## src/rtl/lsu_data_port.sv

```systemverilog
// Load/store bus master: one req/gnt/rvalid data-memory transaction per MEM-stage access.
// Optional build macro MISALIGN_TRAP_EN traps misaligned half/word accesses instead of issuing them.
package lsu_pkg;
    typedef enum logic [1:0] {MEM_NONE = 2'd0, MEM_READ = 2'd1, MEM_WRITE = 2'd2} memaccess_t;
    typedef enum logic [2:0] {BYTE = 3'd0, BYTE_U = 3'd1, HALF = 3'd2, HALF_U = 3'd3, WORD = 3'd4} mask_mode_t;
endpackage

module lsu_data_port
    import lsu_pkg::*;
#(
    parameter int TIMEOUT_CYCLES = 255
) (
    input  logic        clk,
    input  logic        rst_n,
    input  logic        mem_valid,
    input  memaccess_t  memaccess,
    input  mask_mode_t  mask_mode,
    input  logic [31:0] addr,
    input  logic [31:0] wdata,
    output logic        lsu_stall,
    output logic        lsu_done,
    output logic [31:0] rdata_raw,
    output logic [1:0]  addr_offset,
    output logic        bus_err,
    output logic        misalign_err,
    output logic        dmem_req,
    output logic        dmem_we,
    output logic [31:0] dmem_addr,
    output logic [3:0]  dmem_be,
    output logic [31:0] dmem_wdata,
    input  logic        dmem_gnt,
    input  logic        dmem_rvalid,
    input  logic [31:0] dmem_rdata
);
    localparam int CW = (TIMEOUT_CYCLES > 1) ? $clog2(TIMEOUT_CYCLES + 1) : 1;

    typedef enum logic [1:0] {IDLE, REQ, WAIT_R} state_e;

    state_e        state_q, state_d;
    logic          req_q, req_d;
    logic          we_q, we_d;
    logic [3:0]    be_q, be_d;
    logic [31:0]   addr_q, addr_d;
    logic [31:0]   wdata_q, wdata_d;
    logic [1:0]    off_q, off_d;
    logic          mis_q, mis_d;
    logic [CW-1:0] cnt_q, cnt_d;

    logic          is_access, is_write, misalign, timeout;
    logic [1:0]    off;
    logic [3:0]    be_sel;
    logic [31:0]   wdata_sel;

    // NOTE: every signal written here gets a default first, so no path can leave it unassigned and infer a latch.
    always_comb begin
        is_access = mem_valid && (memaccess == MEM_READ || memaccess == MEM_WRITE);
        is_write  = (memaccess == MEM_WRITE);
        off       = addr[1:0];
        be_sel    = 4'b1111 << off;
        wdata_sel = wdata;
        case (mask_mode)
            BYTE, BYTE_U: begin
                be_sel    = 4'b0001 << off;
                wdata_sel = {4{wdata[7:0]}};
            end
            HALF, HALF_U: begin
                be_sel    = 4'b0011 << off;
                wdata_sel = {2{wdata[15:0]}};
            end
            default: ;
        endcase
`ifdef MISALIGN_TRAP_EN
        misalign = ((mask_mode == HALF || mask_mode == HALF_U) && off[0])
                || (mask_mode == WORD && off != 2'b00);
`else
        misalign = 1'b0;
`endif
        timeout = (TIMEOUT_CYCLES != 0) && (cnt_q == CW'(TIMEOUT_CYCLES));

        state_d      = state_q;
        req_d        = req_q;
        we_d         = we_q;
        be_d         = be_q;
        addr_d       = addr_q;
        wdata_d      = wdata_q;
        off_d        = off_q;
        mis_d        = mis_q;
        cnt_d        = (state_q != IDLE) ? cnt_q + 1'b1 : cnt_q;
        lsu_done     = 1'b0;
        bus_err      = 1'b0;
        misalign_err = 1'b0;
        rdata_raw    = 32'h0;

        case (state_q)
            IDLE: begin
                if (is_access) begin
                    state_d = REQ;
                    req_d   = !misalign;
                    we_d    = is_write;
                    be_d    = is_write ? be_sel : 4'b0000;
                    addr_d  = {addr[31:2], 2'b00};
                    wdata_d = is_write ? wdata_sel : 32'h0;
                    off_d   = off;
                    mis_d   = misalign;
                    cnt_d   = '0;
                end
            end
            REQ: begin
                if (mis_q) begin
                    lsu_done     = 1'b1;
                    misalign_err = 1'b1;
                    state_d      = IDLE;
                end else if (dmem_gnt) begin
                    // A grant in the timeout cycle still wins.
                    req_d = 1'b0;
                    if (we_q) begin
                        lsu_done = 1'b1;
                        state_d  = IDLE;
                    end else begin
                        state_d = WAIT_R;
                    end
                end else if (timeout) begin
                    req_d    = 1'b0;
                    lsu_done = 1'b1;
                    bus_err  = 1'b1;
                    state_d  = IDLE;
                end
            end
            WAIT_R: begin
                if (dmem_rvalid) begin
                    lsu_done  = 1'b1;
                    rdata_raw = dmem_rdata;
                    state_d   = IDLE;
                end else if (timeout) begin
                    lsu_done = 1'b1;
                    bus_err  = 1'b1;
                    state_d  = IDLE;
                end
            end
            default: state_d = IDLE;
        endcase

        lsu_stall = is_access && !lsu_done;
    end

    // NOTE: state updates use non-blocking assignments so every flop samples the pre-edge values.
    always_ff @(posedge clk or negedge rst_n) begin
        if (!rst_n) begin
            state_q <= IDLE;
            req_q   <= 1'b0;
            we_q    <= 1'b0;
            be_q    <= 4'b0000;
            addr_q  <= 32'h0;
            wdata_q <= 32'h0;
            off_q   <= 2'b00;
            mis_q   <= 1'b0;
            cnt_q   <= '0;
        end else begin
            state_q <= state_d;
            req_q   <= req_d;
            we_q    <= we_d;
            be_q    <= be_d;
            addr_q  <= addr_d;
            wdata_q <= wdata_d;
            off_q   <= off_d;
            mis_q   <= mis_d;
            cnt_q   <= cnt_d;
        end
    end

    assign dmem_req    = req_q;
    assign dmem_we     = we_q;
    assign dmem_be     = be_q;
    assign dmem_addr   = addr_q;
    assign dmem_wdata  = wdata_q;
    assign addr_offset = off_q;

endmodule

```

## config.mk

```make
export PLATFORM = sky130hd
export DESIGN_NAME = lsu_data_port
export DESIGN_NICKNAME = d
export VERILOG_FILES = /design/src/rtl/lsu_data_port.sv
export SDC_FILE = /design/constraint.sdc
export NUM_CORES = 1
export LEC_CHECK = 0
export CAP_MARGIN = 20
export CORE_MARGIN = 10
export CORE_UTILIZATION = 33
export DETAILED_ROUTE_END_ITERATION = 12
export PLACE_DENSITY = 0.7
export SLEW_MARGIN = 30
export SYNTH_ARGS = -nofsm -noshare
export SYNTH_HDL_FRONTEND = slang
export SYNTH_SLANG_ARGS = --single-unit
```

## constraint.sdc

```tcl
create_clock -name clk -period 1.9 [get_ports clk]
set_input_delay 0.285 -clock clk [delete_from_list [all_inputs] [get_ports clk]]
set_output_delay 0.285 -clock clk [all_outputs]
set_load 0.01 [all_outputs]
```

== Yosys cells after proc, flatten, opt, wreduce, memory -nomap -nowiden ==
Cells that the tools add are included.
Storage, ports and cells
  logic and storage cells: 61
  bits in latches: 0
  flip-flop bits (word level): 80
  memories kept: 0
  bits in writable memories: 0
  bits in read-only memories: 0
Operators by class
  reductions and logical operators: 12
  equal/unequal tests: 10
  magnitude comparators: 0
  shifts and indexed selects: 3
  multiplexer cells: 27
  bitwise gates (word level): 0
  $mul: 0
  div/mod/pow operators: 0
  $add $sub $neg: 1
Operators with widths (count)
  32-bit 2-to-1 mux: 3
  32-bit case mux with 2 select lines: 1
  8-bit 2-to-1 mux: 3
  2-bit 2-to-1 mux: 5
  1-bit 2-to-1 mux: 9
  8-bit by 1-bit adder with 8-bit output (second input constant): 1
  8-bit == test (second input constant): 1
  4-bit case mux with 2 select lines: 1
  3-bit by 2-bit == test with 1-bit output (second input constant): 2
  1-bit case mux with 2 select lines: 3
  2-bit case mux with 3 select lines: 1
  2-bit by 1-bit == test with 1-bit output (second input constant): 2
  2-bit == test (second input constant): 2
  4-bit 2-to-1 mux: 1
  2-bit nonzero test: 2
  2-bit OR reduction: 2
  1-bit by 2-bit << shifter with 4-bit output (first input constant): 1
  2-bit by 2-bit << shifter with 4-bit output (first input constant): 1
  4-bit by 2-bit << shifter with 4-bit output (first input constant): 1
  3-bit by 1-bit == test with 1-bit output (second input constant): 1
  3-bit logical NOT: 1
  3-bit != test (second input constant): 1
  3-bit AND reduction: 1
  1-bit logical AND: 2
  5 further kinds: 5

== Longest topological paths before layout ==
Gate-level depths: netlist of the first run.
  word-level depth: 6
  mapped depth: 8
  gate-level depth less buffers: 6

== Worst setup path after synthesis of the first run ==
Ideal clock, no wire load.
  kind: register to output
  start point: register state_q[1]
  end point: output lsu_stall
  setup slack: 180 ps
  arrival time: 1435 ps
  cell stages (with the launch flop): 7
  cells stage by stage: dfrtp_1 inv_1 ha_1 nor2b_1 o21ai_0 o31ai_1 nor2_1
Between the ends
  word-level cells in the longest chain between the ends: 4
  elaborated cells on any way between the ends: 5
  those cells by class: eq/ne (2); mux (1); reduce/logical (2)
RTL lines
  start, declared: line 39  | state_e state_q, state_d;
  start signal, assigned: line 159  | state_q <= state_d;
  2-bit == test / 2-bit by 1-bit == test with 1-bit output (equally long branches): line 94  | case (state_q)
  1-bit case mux with 2 select lines *: line 94
  via lsu_done: line 21  | output logic lsu_done,
  1-bit logical NOT *: line 143  | lsu_stall = is_access && !lsu_done;
  1-bit logical AND *: line 143
  end, declared: line 20  | output logic lsu_stall,
Mark *: on every way through the listed nets, which the timed path passes. The rest lies on a longest branch.

== Worst setup path after layout of the first run ==
  start point: register state_q[1]
  end point: output bus_err
Between the ends
  word-level cells in the longest chain between the ends: 2
  elaborated cells on any way between the ends: 3
  those cells by class: eq/ne (2); mux (1)
RTL lines
  2-bit == test / 2-bit by 1-bit == test with 1-bit output (equally long branches): line 94
  1-bit case mux with 2 select lines *: line 94
  end, declared: line 24  | output logic bus_err,
Mark *: on every way between the ends. The rest lies on a longest branch, timed or not.

==> impl_summary.log, run 1 <==
[metrics] root buffer cell: sky130_fd_sc_hd__clkbuf_16
[metrics] die width: 130 um
[metrics] fraction of layout instances using a drive strength above 1: about a fifth
[metrics] initial detailed-routing violation count: 184
[metrics] insertion delay of the later-clocked pin in the worst-skew pair: roughly 0.35 ns
[metrics] average cell area after synthesis: 9.15 um^2
[metrics] area of placed instances: around 6400 um^2
[metrics] sequential area share after synthesis: 50.2%
[metrics] Design Power: 8040 uW
[metrics] most used flip-flop cell after synthesis: sky130_fd_sc_hd__dfrtp_1
[metrics] number of instances in the synthesized netlist: 436
[metrics] Peak VDD IR: 0.000641 V
[metrics] Layout Skew: 0.00822 ns
[metrics] pwr/cell area: 1160 nW/um^2
[metrics] origin of the critical flop-to-flop path: state_q[1]
[metrics] type of origin of the critical path: flop
[metrics] pin count of the biggest net entering global routing: 41
[metrics] global-route wire length before repair: 22.6 mm
[metrics] count of TritonRoute iterations in the first routing pass: 6
[metrics] global placement routability congestion: 0.789
[metrics] most frequent standard cell in the layout excluding fill and tap cells: sky130_fd_sc_hd__clkdlybuf4s50_1
[metrics] number of distinct library cell variants in the gate-level netlist after synthesis: 41
[metrics] clock-pin slew on the worst setup and hold paths: 0.06 ns
[metrics] RSZ-0062 raised after global routing: true
[metrics] final number of max-transition violations: 0
[metrics] element type at the critical path end: output port
[metrics] total CTS buffers: 9
[metrics] flop and latch count out of synthesis: 80
[metrics] proportion of register bits with asynchronous set or reset after synthesis: 100%
[metrics] Fmax achieved: approximately 500 MHz
[metrics] antenna-violating nets left: 0
[metrics] max-cap check violation count: 0
[metrics] final critical-path share of the clock period: 105%
[metrics] vias per cell: 4.89
[metrics] violated checks: setup timing
[metrics] final critical-path setup slack: -0.0916 ns
[metrics] ant diodes: 0
[metrics] placeable core region: 11,900 um^2
[metrics] Worst Reg-to-Reg Cells: 8
[metrics] EDFF count, synth: 0
[metrics] summed negative setup slack over all endpoints: -0.849 ns
[metrics] initial antenna violation count: 0
[metrics] Warnings, synthesis: 0
[metrics] number of endpoints with negative hold slack in the final report: 0
[metrics] biggest fanout along the worst timing path: 5
[metrics] clock period minus final worst setup slack: 1.99 ns
[metrics] total track usage: 17.0%
[metrics] Routed WL per cell: 17.9 um
[metrics] DRC violation count after routing: 0
[metrics] Max Buffers Root-to-Sink: 2
[metrics] vias in the first global route: ~4,200
[metrics] net count of the finished layout: 781
[metrics] type of the setup path with the least slack: reg2out
[metrics] commonest cells after routing, fill and taps aside: sky130_fd_sc_hd__clkdlybuf4s50_1 (173), sky130_fd_sc_hd__nand2_1 (141), sky130_fd_sc_hd__dfrtp_1 (79)
[metrics] maximum level of the CTS H-tree: 3
[metrics] number of setup violations in the final report: 13
[metrics] leakage power figure: 0.00328 uW
[metrics] post-layout utilization of the core: 58.1%
[metrics] clock tree from TritonCTS: done
[metrics] final instance area: 6920 um^2
[metrics] class of the tightest hold or removal check: in2async
[metrics] full die area: approximately 17,000 um^2
[metrics] HPWL Detailed: 11.0 mm
[metrics] number of sinks handled by clock tree synthesis: 80
[metrics] number of buffer cells added on primary ports: 209
[metrics] global-route congestion overflow total: 0
[metrics] via count: 4,017
[metrics] netlist area before placement: 3990 um^2
[metrics] data required time of the critical path: 1.62 ns
[metrics] I/O pins: 214
[metrics] final WL: 14.7 mm
[metrics] vertical die dimension: about 130 um
[metrics] Reg2Reg Setup Slack: approximately 0.27 ns
[metrics] Crit Reg-Reg Endpoint: state_q[1]
[metrics] Arrival @ worst endpoint: 1.71 ns
[metrics] num rows: 40
[metrics] initial cell density of the core: about a third
[metrics] run status: finished, violations left
[metrics] synth-to-layout area growth: 73.5%
[metal layers]
metal | share of wire, % | global-route usage, % | up-vias | wire length [um]
li1 | - | - | 1926 | -
met1 | 38 | 17.9 | 1905 | 5580
met2 | 49 | 28.7 | 170 | 7250
met3 | 11 | 9.61 | 16 | 1690
met4 | 1.1 | 4.17 | 0 | 161
met5 | 0 | 0 | - | 0
[synthesized netlist by cell type, drive strengths merged (2+ instances only)]
| cell type | number | share of area (%) |
|---|---|---|
| nand3 | 14 | 1.8 |
| xor2 | 2 | 0.44 |
| mux2 | 8 | 2.3 |
| buf | 22 | 4.1 |
| nand4 | 3 | 0.63 |
| a21oi | 3 | 0.47 |
| o31ai | 20 | 3.8 |
| a22o | 8 | 1.8 |
| o211ai | 3 | 0.56 |
| and3 | 33 | 5.2 |
| o21ai | 17 | 2.1 |
| nand2 | 142 | 13 |
| clkbuf | 11 | 1.0 |
| nor2 | 13 | 1.2 |
| mux2i | 8 | 2.0 |
| inv | 5 | 0.47 |
| nor2b | 19 | 3.2 |
| nand2b | 3 | 0.47 |
| ha | 6 | 1.9 |
| dfrtp | 80 | 50 |
| a31oi | 2 | 0.31 |
| nand3b | 2 | 0.38 |
[flip-flops by register name (all words and copies together), names as in the netlist]
name,flops
addr_offset,2
cnt_q,8
dmem_addr,30
dmem_be,4
dmem_req,1
dmem_wdata,32
dmem_we,1
state_q,2
[metrics by stage]
| stage | hold slack (ns) | setup WS [ns] | cells |
|---|---|---|---|
| floorplan | -0.0106 | 0.180 | 438 |
| global placement | 0.147 | -0.306 | 792 |
| detailed placement | 0.149 | -0.299 | 792 |
| CTS | 0.352 | -0.104 | 812 |
| global route | 0.361 | -0.171 | 821 |
| finish | 0.346 | -0.0916 | 821 |
[cell families (layout without fill, tap and decap cells)]
group | Yosys count | count (layout) | synth area share, %
and+or+nand+nor | 235 | 235 | 27.4
xor gates and xnor gates | 3 | 3 | 0.659
muxes | 16 | 16 | 4.27
other | 1 | 3 | 0.0940
buffers and inverters | 38 | 274 | 5.61
AOI/OAI and AO/OA | 57 | 57 | 9.88
adders and majority gates | 6 | 6 | 1.88
DFF | 80 | 80 | 50.2
[critical path, stage by stage (launching register included)]
cell and delay (ns):
sky130_fd_sc_hd__dfrtp_1 0.40, sky130_fd_sc_hd__buf_6 0.14, sky130_fd_sc_hd__ha_4 0.17, sky130_fd_sc_hd__buf_4 0.14, sky130_fd_sc_hd__buf_6 0.12, sky130_fd_sc_hd__nand2b_4 0.07, sky130_fd_sc_hd__o21ai_2 0.06, sky130_fd_sc_hd__and3_1 0.14
sky130_fd_sc_hd__buf_2 0.14
[power breakdown]
part / leakage (uW) / total (uW) / internal (uW) / switching, uW
sequential: 0.00104 / 2690 / 2330 / 365
combinational: 0.00208 / 3500 / 1970 / 1530
clock: 0.000156 / 1850 / 1150 / 700
total: 0.00328 / 8040 / 5450 / 2600
[worst max path at each step]
stage	from	endpoint	slack, ns	cells past startpoint
after global routing	state_q[1]	lsu_done	-0.17	7
after global placement	memaccess[0]	lsu_stall	-0.31	6
after detailed placement	memaccess[0]	lsu_stall	-0.30	6
final	state_q[1]	bus_err	-0.09	8
after floorplan	state_q[1]	lsu_stall	0.18	6
after CTS	state_q[1]	lsu_done	-0.10	7
[cell type report]
class,instances,area [um^2]
well taps,147,184
repair buffers,253,2480
flip-flops and latches,80,2000
clock inverters,6,83.8
multi-input cells,320,1920
inverters,5,21.3
fillers,1047,4990
clock buffers,10,229
[what timing repair did]
item	in CTS	in global routing
resized for setup	134	57
cloned	0	3
endpoints found under the hold margin	11	0
hold buffers	1	0
setup buffers	4	6
endpoints found under the setup margin	35	33
pin swaps	3	9
Power figures use the tool's default switching activity.
==> run 2, diff against run 1 <==
--- a/config.mk
+++ b/config.mk
@@ -7,9 +7,9 @@
 export LEC_CHECK = 0
 export CAP_MARGIN = 20
 export CORE_MARGIN = 10
-export CORE_UTILIZATION = 33
+export CORE_UTILIZATION = 40
 export DETAILED_ROUTE_END_ITERATION = 12
-export PLACE_DENSITY = 0.7
+export PLACE_DENSITY = 0.82
 export SLEW_MARGIN = 30
 export SYNTH_ARGS = -nofsm -noshare
 export SYNTH_HDL_FRONTEND = slang
==> run 2 against run 1 <==
  * The run still ends with setup timing left
  * Worst hold slack improved by 0.049 ns
  * Clock power decreased by 36%
  * Sequential share of layout area increased by 1.1 points
  * Sequential power about the same
  * Via count decreased by 0.60%
  * Total power decreased by 8.6%
  * Largest cell class unchanged
  * Wire length decreased by 2.0%
  * Design area decreased by 3.5%
  * Highest routed layer unchanged
  * Maximum frequency about the same
  * Die area decreased by 15%
==> impl_summary.log, run 2 (synthesis results as in run 1) <==
[metrics] run status: finished, violations left
[metrics] violated checks: setup timing
[metrics] pwr/cell area: 1100 nW/um^2 (-5.2%)
[metrics] global-route wire length before repair: 22.9 mm (+1.2%)
[metrics] number of placed instances with taps included: 778 (-1.8%)
[metrics] leakage power figure: 0.00312 uW (-4.7%)
[metrics] vertical die dimension: 120 um (-7.8%)
[metrics] Fmax achieved: 503 MHz (about the same)
[metrics] antenna-violating nets left: 0 (unchanged)
[metrics] maximum level of the CTS H-tree: 3 (unchanged)
[metrics] vias per cell: 4.99 (+1.9%)
[metrics] final number of max-transition violations: 0 (unchanged)
[metrics] Largest register FFs: 32 (unchanged)
[metrics] final instance area: 6680 um^2 (-3.5%)
[metrics] most frequent standard cell in the layout excluding fill and tap cells: sky130_fd_sc_hd__clkdlybuf4s50_1
[metrics] area of the multi-input gates: 1850 um^2 (-3.5%)
[metrics] fraction of layout instances using a drive strength above 1: 17.7% (-2.7 points)
[metrics] cell with the most instances on the worst path: sky130_fd_sc_hd__inv_2
[metrics] element type at the critical path end: output port
[metrics] root buffer cell: sky130_fd_sc_hd__clkbuf_8
[metrics] full die area: 14,400 um^2 (-15%)
[metrics] global placement routability congestion: 0.848 (+7.5%)
[metrics] post-layout utilization of the core: 68.6% (+11 points)
[metrics] global-route congestion overflow total: 0 (unchanged)
[metrics] net count of the finished layout: 775 (-0.77%)
[metrics] Arrival @ worst endpoint: 1.70 ns (about the same)
[metrics] Largest stage delay, worst path: 0.43 ns (+0.03 ns)
[metrics] ant diodes: 0 (unchanged)
[metrics] final WL: 14.4 mm (-2.0%)
[metrics] critical path cell sequence: inv_2 > ha_4 > buf_4 > inv_2 > o21ai_4 > and3_4 > buf_6
[metrics] Layout Skew: 0.0158 ns (+0.00763 ns)
[metrics] number of buffer cells added on primary ports: 209 (unchanged)
[metrics] insertion delay of the later-clocked pin in the worst-skew pair: 0.35 ns (about the same)
[metrics] clock period minus final worst setup slack: 1.99 ns (-0.00178 ns)
[metrics] synth-to-layout area growth: 67.3%
[metrics] Max Buffers Root-to-Sink: 2 (unchanged)
[metrics] total CTS buffers: 9 (unchanged)
[metrics] type of origin of the critical path: flop
[metrics] RSZ-0062 raised after global routing: true
[metrics] count of TritonRoute iterations in the first routing pass: 4 (-2)
[metrics] die width: 120 um (-7.8%)
[metrics] Routed WL per cell: 18.0 um (+0.49%)
[metrics] non-filler instance count after layout: 801 (-2.4%)
[metrics] Worst path slowest cell: sky130_fd_sc_hd__dfrtp_1
[metrics] via count: 3,993 (-0.60%)
[metrics] HPWL Detailed: 10.9 mm (-0.74%)
[metrics] vias in the first global route: 4,284 (+1.5%)
[metrics] initial detailed-routing violation count: 199 (+8.2%)
[metrics] number of sinks handled by clock tree synthesis: 80 (unchanged)
[metrics] biggest fanout along the worst timing path: 4 (-1)
[metrics] clock-pin slew on the worst setup and hold paths: 0.09 ns (+0.03 ns)
[metrics] Register Area: 2000 um^2 (unchanged)
[metrics] placeable core region: 9730 um^2 (-18%)
[metrics] initial antenna violation count: 0 (unchanged)
[metrics] commonest cells after routing, fill and taps aside: sky130_fd_sc_hd__clkdlybuf4s50_1 (173), sky130_fd_sc_hd__nand2_1 (141), sky130_fd_sc_hd__dfrtp_1 (79)
[metrics] Peak VDD IR: 0.000620 V (-3.2%)
[metrics] data required time of the critical path: 1.62 ns (about the same)
[metrics] num rows: 36 (-10%)
[metrics] pin count of the biggest net entering global routing: 53 (+29%)
[metrics] area of placed instances: 6340 um^2 (-0.86%)
[metrics] initial cell density of the core: 41.0% (+7.5 points)
[metrics] number of endpoints with negative hold slack in the final report: 0 (unchanged)
[metrics] clock tree from TritonCTS: done
[metrics] final critical-path setup slack: -0.0899 ns (+0.00178 ns)
[metrics] I/O pins: 214 (unchanged)
[metrics] class of the tightest hold or removal check: in2async
[metrics] type of the setup path with the least slack: reg2out
[metrics] max-cap check violation count: 0 (unchanged)
[metrics] Fill cells: 773 (-26%)
[metrics] summed negative setup slack over all endpoints: -0.522 ns (+0.327 ns)
[metrics] DRC violation count after routing: 0 (unchanged)
[metrics] final critical-path share of the clock period: 105% (about the same)
[metrics] number of setup violations in the final report: 28 (+15)
[metrics] total track usage: 19.5% (+2.6 points)
==> run 2: cell types whose count changed in the layout (fill, tap and decap cells not counted), moves of 4 or more <==
cell / delta
sky130_fd_sc_hd__clkbuf_2: -6
sky130_fd_sc_hd__clkdlybuf4s15_2: +28
sky130_fd_sc_hd__buf_6: -18
sky130_fd_sc_hd__clkbuf_8: +10
sky130_fd_sc_hd__buf_2: -8
sky130_fd_sc_hd__and3_4: -14
sky130_fd_sc_hd__and3_1: +14
sky130_fd_sc_hd__clkbuf_16: -10
sky130_fd_sc_hd__buf_12: -4
==> run 2: per-layer routing <==
metal	track usage [%]	vias to the layer above	routed length, um
met5	0	-	0
met4	5.66	0	161
met3	8.30	12	1410
met2	34.3	143	7410
met1	20.9	1923	5410
li1	-	1915	-
==> run 2: stage by stage <==
stage	hold slack (ns)	total power [uW]	setup WS, ns
global placement	0.232	5900	-0.355
floorplan	-0.0106	3990	0.180
detailed placement	0.241	6030	-0.347
global route	0.405	7840	-0.171
finish	0.396	7350	-0.0899
CTS	0.385	7370	-0.0584
==> run 2: area by class of cell <==
| type | instances | share of cell area, % |
|---|---|---|
| clock buffer | 10 | 2.06 |
| clock inverter | 6 | 0.731 |
| inverter | 5 | 0.319 |
| multi-input combinational | 320 | 27.7 |
| sequential | 80 | 30.0 |
| tap | 133 | 2.49 |
| timing repair buffer | 247 | 36.7 |
==> run 2: critical path: cells and delay by family (launching register included) <==
family                     cells  cell delay [ns]
DFF                            1             0.43
AOI/OAI and AO/OA              1             0.16
and+or+nand+nor                1             0.21
adders and majority gates      1             0.16
buffers and inverters          4             0.41
==> run 2: what timing repair did <==
item,4_1_cts,5_1_grt
hold endpoints to repair,28,0
hold buffers,1,0
gates resized for setup,128,9
pin swaps,4,7
endpoints found under the setup margin,35,33
setup buffers,4,2
==> run 2: power breakdown <==
part / switching [uW] / leakage (uW) / internal, uW / total [uW]
registers: 357 / 0.00104 / 2320 / 2680
clock network: 665 / 0.0000912 / 527 / 1190
logic: 1550 / 0.00199 / 1930 / 3480
total: 2570 / 0.00312 / 4780 / 7350
==> run 2: final timing paths <==
kind	depth (start not counted)	start	endpoint	slack, ns
hold reg to reg	2	dmem_addr[8]	dmem_addr[8]	0.48
setup reg to reg	5	state_q[0]	cnt_q[7]	0.28
setup / recovery	7	state_q[1]	bus_err	-0.09
hold / removal	2	rst_n	dmem_addr[20]	0.40
min in group clk	3	addr[11]	dmem_addr[11]	0.45
max in group asynchronous	3	rst_n	state_q[0]	0.86
==> run 3, diff against run 2 <==
--- a/config.mk
+++ b/config.mk
@@ -7,9 +7,9 @@
 export LEC_CHECK = 0
 export CAP_MARGIN = 20
 export CORE_MARGIN = 10
-export CORE_UTILIZATION = 40
+export CORE_UTILIZATION = 43
 export DETAILED_ROUTE_END_ITERATION = 12
-export PLACE_DENSITY = 0.82
+export PLACE_DENSITY = 0.87
 export SLEW_MARGIN = 30
 export SYNTH_ARGS = -nofsm -noshare
 export SYNTH_HDL_FRONTEND = slang
==> constraint.sdc (replaced) <==
create_clock -name clk -period 2.3 [get_ports clk]
set_input_delay 0.345 -clock clk [delete_from_list [all_inputs] [get_ports clk]]
set_output_delay 0.345 -clock clk [all_outputs]
set_load 0.01 [all_outputs]
==> run 3 against run 2 <==
  * The flow now finishes without violations
  * Critical path depth rose by 1
  * Clock power decreased by 8%
  * Worst hold slack worse by 0.37 ns
  * Via count down 1.8%
  * Global-route usage increased by 0.48 points
  * Critical path type unchanged
  * Total power down 19%
  * Worst setup slack better by 0.19 ns
  * Die area down 5.8%
==> impl_summary.log, run 3 (synthesis results as in run 1) <==
[metrics] clock period minus final worst setup slack: approximately 2.2 ns
[metrics] critical path cell sequence: buf_4 > ha_4 > a32o_1 > nand2_1 > o31ai_2 > buf_4 > buf_4 > buf_4
[metrics] data required time of the critical path: 1.96 ns (+0.34 ns)
[metrics] vertical die dimension: 116 um (-3.0%)
[metrics] number of endpoints with negative hold slack in the final report: 0 (unchanged)
[metrics] number of buffer cells added on primary ports: 209 (unchanged)
[metrics] non-filler instance count after layout: 762 (-4.9%)
[metrics] number of placed instances with taps included: 739 (-5.0%)
[metrics] Worst Reg-to-Reg Cells: 6 (+1)
[metrics] total track usage: 20.0% (+0.48 points)
[metrics] num rows: 35 (-2.8%)
[metrics] initial detailed-routing violation count: 185 (-7.0%)
[metrics] Layout Skew: 0.0152 ns (-0.000654 ns)
[metrics] die width: 116 um (-3.0%)
[metrics] final WL: 14.0 mm (-3.0%)
[metrics] clock tree from TritonCTS: done
[metrics] Design Power: 5970 uW (-19%)
[metrics] biggest fanout along the worst timing path: 6 (+2)
[metrics] net count of the finished layout: 758 (-2.2%)
[metrics] type of origin of the critical path: flop
[metrics] clock-pin slew on the worst setup and hold paths: 0.09 ns (about the same)
[metrics] Max Buffers Root-to-Sink: 2 (unchanged)
[metrics] number of setup violations in the final report: 0 (-100%)
[metrics] full die area: 13,500 um^2 (-5.8%)
[metrics] class of the tightest hold or removal check: in2async
[metrics] DRC violation count after routing: 0 (unchanged)
[metrics] Peak VDD IR: 0.000594 V (-4.2%)
[metrics] most frequent standard cell in the layout excluding fill and tap cells: sky130_fd_sc_hd__clkdlybuf4s50_1
[metrics] via count: 3,923 (-1.8%)
[metrics] element type at the critical path end: output port
[metrics] pin count of the biggest net entering global routing: 81 (+53%)
[metrics] Fill cells: 724 (-6.3%)
[metrics] pin slew with the least headroom to its limit: approximately 0.73 ns
[metrics] RSZ-0062 raised after global routing: false
[metrics] insertion delay of the later-clocked pin in the worst-skew pair: 0.35 ns (about the same)
[metrics] number of sinks handled by clock tree synthesis: 80 (unchanged)
[metrics] final critical-path share of the clock period: 95.6%
[metrics] maximum level of the CTS H-tree: 3 (unchanged)
[metrics] Fmax achieved: 455 MHz
[metrics] Largest stage delay, worst path: 0.43 ns (about the same)
[metrics] root buffer cell: sky130_fd_sc_hd__clkbuf_8
[metrics] total CTS buffers: 9 (unchanged)
[metrics] area of placed instances: 6180 um^2 (-2.4%)
[metrics] Register Area: 2000 um^2 (about the same)
[metrics] summed negative setup slack over all endpoints: 0 ns (+0.522 ns)
[metrics] global-route wire length before repair: 21.3 mm (-6.8%)
[metrics] antenna-violating nets left: 0 (unchanged)
[metrics] Worst path slowest cell: sky130_fd_sc_hd__dfrtp_2
[metrics] initial cell density of the core: 43.6% (+2.6 points)
[metrics] global-route congestion overflow total: 0 (unchanged)
[metrics] HPWL Detailed: 10.5 mm (-3.7%)
[metrics] placeable core region: 9150 um^2 (-5.9%)
[metrics] Worst slew margin: 51.4%
[metrics] final instance area: 6490 um^2 (-2.8%)
[metrics] count of TritonRoute iterations in the first routing pass: 5 (+1)
[metrics] vias per cell: 5.15 (+3.3%)
[metrics] cell with the most instances on the worst path: sky130_fd_sc_hd__buf_4
[metrics] ant diodes: 0 (unchanged)
[metrics] pwr/cell area: 921 nW/um^2 (-16%)
[metrics] max-cap check violation count: 0 (unchanged)
[metrics] final number of max-transition violations: 0 (unchanged)
[metrics] fraction of layout instances using a drive strength above 1: 9.68% (-8.0 points)
[metrics] leakage power figure: 0.00333 uW (+6.4%)
[metrics] commonest cells after routing, fill and taps aside: sky130_fd_sc_hd__clkdlybuf4s50_1 (173), sky130_fd_sc_hd__nand2_1 (141), sky130_fd_sc_hd__dfrtp_1 (78)
[metrics] Routed WL per cell: 18.3 um (+2.0%)
[metrics] global placement routability congestion: 0.809 (-4.6%)
[metrics] type of the setup path with the least slack: reg2out
[metrics] Arrival @ worst endpoint: 1.85 ns (+0.15 ns)
[metrics] vias in the first global route: 4,025 (-6.0%)
[metrics] run status: finished, final reports clean
[metrics] I/O pins: 214 (unchanged)
[metrics] initial antenna violation count: 0 (unchanged)
[metrics] setup slack at placement: 0.0516 ns (+0.399 ns)
[metrics] Largest register FFs: 32 (unchanged)
[metrics] synth-to-layout area growth: 62.7%
[metrics] final critical-path setup slack: 0.100 ns (+0.190 ns)
[metrics] area of the multi-input gates: 1810 um^2 (-2.2%)
run 3: cell count changes in the layout (fill, tap and decap cells not counted), moves of 2 or more:
cell,previous run,this run
sky130_fd_sc_hd__o21ai_1,1,3
sky130_fd_sc_hd__dlygate4sd2_1,0,23
sky130_fd_sc_hd__dlymetal6s2s_1,0,10
sky130_fd_sc_hd__buf_6,3,1
sky130_fd_sc_hd__clkdlybuf4s15_2,28,0
sky130_fd_sc_hd__buf_2,5,0
sky130_fd_sc_hd__buf_4,31,17
run 3: path summary, 6_finish.rpt:
path,startpoint,end,slack [ns]
max in group asynchronous,rst_n,state_q[1],1.73
min,rst_n,dmem_addr[10],0.03
min reg2reg,dmem_wdata[5],dmem_wdata[5],0.48
max,state_q[0],lsu_done,0.10
min in group clk,dmem_wdata[5],dmem_wdata[5],0.48
max reg2reg,state_q[1],dmem_wdata[7],0.57
run 3: routing by layer:
metal | GRT usage, % | up-vias | part of all wire, %
met3 | 5.91 | 17 | 7.5
met2 | 35.9 | 125 | 54
met5 | 0 | - | 0
li1 | - | 1874 | -
met1 | 22.7 | 1907 | 37
met4 | 4.75 | 0 | 1.5
run 3: metrics by stage:
| step | utilization [%] | hold slack [ns] |
|---|---|---|
| after floorplan | - | 0.0494 |
| after global placement | 67.5 | 0.450 |
| after detailed placement | 67.6 | 0.439 |
| after CTS | 70.2 | 0.0516 |
| after global routing | 70.9 | 0.0629 |
| final | 70.9 | 0.0255 |
run 3: area by class of cell:
class / instances / area share (%)
Clock inverter: 7 / 1.29
Inverter: 5 / 0.328
Clock buffer: 9 / 1.91
Timing Repair Buffer: 230 / 35.6
Tap cell: 111 / 2.14
Sequential cell: 80 / 30.9
Multi-Input combinational cell: 320 / 27.9
run 3: repair_timing:
item | CTS | global route
buffers inserted | 5 | 2
gates resized for setup | 36 | 17
setup endpoints to repair | 35 | 12
pin swaps | 1 | 2
hold buffers | 0 | 0
run 3: where the power goes:
group | total [uW] | switching (uW) | internal (uW)
Clock | 1100 | 573 | 523
Combinational | 2650 | 1210 | 1450
Sequential | 2220 | 304 | 1920
Total | 5970 | 2080 | 3890
run 3: worst max-delay path: cells and delay by family, from the launching register on:
family / cells / cell delay (ns)
buffers and inverters: 4 / 0.53
DFF: 1 / 0.43
AOI/OAI and AO/OA: 2 / 0.31
adders and majority gates: 1 / 0.17
and+or+nand+nor: 1 / 0.07
